[config.mk]
export PLATFORM = sky130hd
export DESIGN_NAME = ram_seq_ctrl
export DESIGN_NICKNAME = d
export VERILOG_FILES = /design/src/rtl/ram_seq_ctrl.sv
export SDC_FILE = /design/constraint.sdc
export NUM_CORES = 1
export LEC_CHECK = 0
export ABC_CLOCK_PERIOD_IN_PS = 1850
export BUFFER_PORTS_ARGS = -buffer_cell sky130_fd_sc_hd__buf_2
export CAP_MARGIN = 20
export CORE_MARGIN = 8
export CORE_UTILIZATION = 30
export CTS_CLUSTER_DIAMETER = 40
export DETAILED_ROUTE_END_ITERATION = 8
export GPL_ROUTABILITY_DRIVEN = 0
export SYNTH_ARGS = -nofsm -noshare
export SYNTH_HDL_FRONTEND = slang
export SYNTH_SLANG_ARGS = --single-unit
[constraint.sdc]
create_clock -name clk -period 1.85 [get_ports clk]
set_input_delay 0.2775 -clock clk [delete_from_list [all_inputs] [get_ports clk]]
set_output_delay 0.2775 -clock clk [all_outputs]
set_load 0.02 [all_outputs]
[src/rtl/ram_seq_ctrl.sv]
// ram_seq_ctrl: sequences single-port RAM control pins for a valid/ready request stream, with zero-fill sweep.
module ram_seq_ctrl #(
  parameter int AW = 5,
  parameter int DW = 8,
  parameter bit INIT_ON_RESET = 1'b1
) (
  input  logic          clk,
  input  logic          rst,
  input  logic          req_valid,
  output logic          req_ready,
  input  logic          req_we,
  input  logic [AW-1:0] req_addr,
  input  logic [DW-1:0] req_wdata,
  output logic          rsp_valid,
  input  logic          rsp_ready,
  output logic [DW-1:0] rsp_rdata,
  input  logic          clr_req,
  output logic          init_busy,
  output logic          ram_cs,
  output logic          ram_we,
  output logic          ram_re,
  output logic          ram_oe,
  output logic [AW-1:0] ram_addr,
  output logic [DW-1:0] ram_wdata,
  input  logic [DW-1:0] ram_rdata
);
  // RST is the one-cycle hold-off after reset so the sweep starts cleanly at address 0
  typedef enum logic [2:0] {RST, CLR, IDLE, WR, RD1, RD2, RESP} state_t;
  state_t state_q, state_d;
  logic [AW-1:0] addr_q, addr_d;
  logic [DW-1:0] wdata_q, wdata_d, rdata_q, rdata_d;
  logic rsp_valid_q, rsp_valid_d, req_ready_q, req_ready_d, init_busy_q, init_busy_d;
  logic cs_q, cs_d, we_q, we_d, re_q, re_d, oe_q, oe_d;
  always_comb begin
    state_d = state_q;
    addr_d = addr_q;
    wdata_d = wdata_q;
    rdata_d = rdata_q;
    rsp_valid_d = rsp_valid_q;
    case (state_q)
      RST: state_d = INIT_ON_RESET ? CLR : IDLE;
      CLR: begin
        state_d = &addr_q ? IDLE : CLR;
        addr_d = &addr_q ? addr_q : addr_q + 1'b1;
      end
      IDLE:
        if (clr_req) begin
          state_d = CLR;
          addr_d = '0;
          wdata_d = '0;
        end else if (req_valid && req_ready_q) begin
          state_d = req_we ? WR : RD1;
          addr_d = req_addr;
          wdata_d = req_we ? req_wdata : wdata_q;
        end
      WR: state_d = IDLE;
      RD1: state_d = RD2;
      RD2: begin
        state_d = RESP;
        rdata_d = ram_rdata;
        rsp_valid_d = 1'b1;
      end
      RESP:
        if (rsp_ready) begin
          state_d = IDLE;
          rsp_valid_d = 1'b0;
        end
      default: state_d = RST;
    endcase
    // pins are registered from the next state so they line up with the state they belong to
    cs_d = state_d inside {CLR, WR, RD1, RD2};
    we_d = state_d inside {CLR, WR};
    re_d = state_d inside {RD1, RD2};
    oe_d = state_d == RD2;
    req_ready_d = state_d == IDLE;
    init_busy_d = state_d == CLR;
  end
  always_ff @(posedge clk) begin
    if (rst) begin
      state_q <= RST;
      addr_q <= '0;
      wdata_q <= '0;
      rdata_q <= '0;
      rsp_valid_q <= 1'b0;
      req_ready_q <= 1'b0;
      init_busy_q <= 1'b0;
      cs_q <= 1'b0;
      we_q <= 1'b0;
      re_q <= 1'b0;
      oe_q <= 1'b0;
    end else begin
      state_q <= state_d;
      addr_q <= addr_d;
      wdata_q <= wdata_d;
      rdata_q <= rdata_d;
      rsp_valid_q <= rsp_valid_d;
      req_ready_q <= req_ready_d;
      init_busy_q <= init_busy_d;
      cs_q <= cs_d;
      we_q <= we_d;
      re_q <= re_d;
      oe_q <= oe_d;
    end
  end
  assign req_ready = req_ready_q;
  assign rsp_valid = rsp_valid_q;
  assign rsp_rdata = rdata_q;
  assign init_busy = init_busy_q;
  assign ram_cs = cs_q;
  assign ram_we = we_q;
  assign ram_re = re_q;
  assign ram_oe = oe_q;
  assign ram_addr = addr_q;
  assign ram_wdata = wdata_q;
endmodule

==> flow_metrics.py <==
metrics = {
    "logic_synthesis": {
        "synth_seq_cells": 31,
        "netlist_area_sq_um": 1350,
        "synth_nets": 182,
        "synth_edf_count": 0,
        "yosysSeqAreaShare_pct": 45.9,
        "synth_cell_types": 39,
        "syn_avg_cell_area_sq_um": 8.84,
        "async_reset_ff_share_pct": 0,
        "netlist_instances": 153,
        "yosysWarnings": 0,
        "synth_top_flop_cell": "dfxtp_1",
    },
    "grt": {
        "antenna_found_initial": 0,
        "use_met1_pct": 13.0,
        "grt_pass1_wl_um": 6600,
        "overflow": 0,
        "met2_usage_pct": 18.1,
        "top_usage_layer": "met2",
        "gr-usage-met3_pct": 4.98,
        "grt_max_degree": 28,
        "grt_pass1_vias": 1386,
        "track_usage_pct": 11.3,
    },
    "floorplanning": {
        "initial_core_util_pct": 31.1,
        "rows": 24,
        "coreArea_sq_um": 4350,
        "die_area_sq_um": 6910,
        "die_x_um": 83.1,
        "die_h_um": 83.1,
        "ioPinCount": 55,
    },
    "worst_setup_path": {
        "cp-start-kind": "register",
        "arrival_ps": 2140,
        "required_ps": 2080,
        "rr_worst_depth": 7,
        "startpoint": "ram_addr[0]",
        "end_kind": "register",
        "cp_max_fo": 3,
        "worstSetupPathType": "register to register",
        "ff2ff_setup_slack_ps": -60,
        "r2r_start": "ram_addr[0]",
        "crit_end": "ram_oe",
        "timing.rr.end": "ram_oe",
    },
    "place": {
        "dp_cells": 267,
        "port_buffers": 54,
        "hpwl_um": 2890,
    },
    "cts": {
        "ctsHoldBuffers": 0,
        "cts-buffers-inserted": 5,
        "clk_pin_slew_worst_paths_ps": 70,
        "clockBufferDepth": 2,
        "clockRootBuffer": "clkbuf_8",
        "cts_sinks": 31,
        "clk_latency_ps": 280,
        "htreeDepth": 2,
        "cts_tree": "built",
    },
    "cells_and_area": {
        "drive_gt1_share_pct": 43.3,
        "area_delta_synth_final_pct": 43.7,
        "nNetsFinal": 252,
        "n_antenna_cell": 0,
        "final_cells": 276,
        "fillers": 445,
    },
    "sta": {
        "finalCritPeriodShare_pct": 103,
        "worst_pin_slew_ps": 631,
        "finClkSkew_ps": 4.84,
        "slew_violations": 0,
        "fin_crit_ps": 1910,
        "max_freq_mhz": 524,
        "maxSlewHeadroom_pct": 57.6,
        "hold_viol": 0,
        "setup_slack_ps": -60.2,
        "rsz0062_at_grt": "true",
        "setup_viol": 5,
    },
    "routing": {
        "wire_per_inst_um": 14.0,
        "vias": 1381,
        "drtIter0Drc": 75,
        "dr.pass1.iters": 4,
        "routed_wl_um": 3880,
        "drc_errors": 0,
        "final_antenna_net_count": 0,
        "vias_per_cell": 5.00,
    },
    "power_and_ir_drop": {
        "p_leak_nw": 0.863,
        "ir_worst_vdd_mv": 0.329,
        "cellPowerDensity_nw_per_um2": 725,
        "total_power_mw": 1.41,
    },
    "run": {
        "maxCapViolations": 0,
    },
    "status": {
        "failed_checks": "setup timing",
        "status": "finished, violations left",
    },
    "hold_path": {
        "hold_class": "input pin to register",
    },
}
-- worst min path at each step --
stage	start	end	depth (start not counted)
floorplan	ram_rdata[0]	rsp_rdata[0]	2
global placement	rsp_rdata[3]	rsp_rdata[3]	2
detailed placement	rsp_rdata[3]	rsp_rdata[3]	2
CTS	req_wdata[4]	ram_wdata[4]	3
global route	req_wdata[1]	ram_wdata[1]	3
finish	req_wdata[4]	ram_wdata[4]	3
-- cell families (layout without fill, tap and decap cells) --
logic type	Yosys count	count (layout)	share of synthesized area [%]
AO/OA/AOI/OAI	40	40	19.8
AND/OR/NAND/NOR	66	66	27.5
buffers and inverters	14	85	5.00
flip-flops	31	31	45.9
adder cells (fa/ha/maj)	2	2	1.85
-- cells in the final DEF, fill, tap and decap left out, drive strengths merged, types with 2 or more instances in the layout --
cell,instances
inv,5
o32a,2
a211oi,2
buf,73
and3,3
nor3b,4
and2,2
dfxtp,31
o21ai,5
or3,2
nor3,3
nor2b,2
a22oi,10
ha,2
clkbuf,7
nand2,11
nor4b,2
nor2,17
nand3,14
a21oi,14
-- final cells by class --
cell class              instances  area (sq um)  area share, %
inverters                       4          15.0          0.773
flip-flops and latches         31           628           32.3
well taps                      52          65.1           3.35
multi-input cells             108           716           36.8
clock inverters                 1          6.26          0.322
repair buffers                 73           417           21.4
clock buffers                   7          96.3           4.96
-- flip-flops by register name (all words and copies together), names as in the netlist --
signal     cells
ram_wdata      8
rsp_rdata      8
ram_addr       5
state_q        3
init_busy      1
ram_cs         1
ram_oe         1
ram_re         1
ram_we         1
req_ready      1
rsp_valid      1
-- timing repair --
item	4_1_cts	5_1_grt
resized for setup	0	6
setup endpoints to repair	5	11
pin swaps	2	7
setup buffers	1	1
-- metal layers --
metal / part of all wire (%) / vias up
met2: 48 / 39
met4: 1.2 / 0
met3: 6.6 / 5
met5: 0 / -
met1: 44 / 642
li1: - / 695
-- cell usage after synthesis (2+ instances only) --
cell type	instances	area, sq um
a211oi_1	2	15.0
a21oi_1	14	70.1
a22oi_1	10	75.1
and2_1	2	12.5
and3_1	3	18.8
buf_2	3	15.0
clkbuf_1	5	18.8
dfxtp_1	31	621
ha_1	2	25.0
inv_1	4	15.0
nand2_1	11	41.3
nand3_1	14	70.1
nor2_1	16	60.1
nor2b_1	2	12.5
nor3_1	3	15.0
nor3b_1	3	22.5
nor4b_2	2	30.0
o21ai_0	3	15.0
o21ai_1	2	10.0
o32a_1	2	20.0
-- where the power goes --
part,switching (mW),internal [mW]
registers,0.00754,0.677
clock network,0.262,0.339
logic,0.0642,0.0588
total,0.334,1.07
-- per-stage QoR --
step / setup TNS (ps) / hold slack (ps) / utilization [%] / setup WS [ps] / area [sq um]
after floorplan: -82.2 / 425 / - / -41.1 / 1390
after global placement: -21.3 / 440 / 41.6 / -19.0 / 1810
after global routing: -393 / 216 / 44.6 / -117 / 1940
after detailed placement: -134 / 444 / 41.6 / -52.8 / 1810
after CTS: -125 / 223 / 44.1 / -44.9 / 1920
final: -168 / 228 / 44.6 / -60.2 / 1940
-- critical path: stages, from the launching register on --
cell,delay (ps)
dfxtp_4,350
ha_4,150
and3_4,180
ha_4,150
or3_1,310
a32o_2,280
or3_4,360
nor2_2,80
No activity file was read; power rests on OpenSTA's default activity.
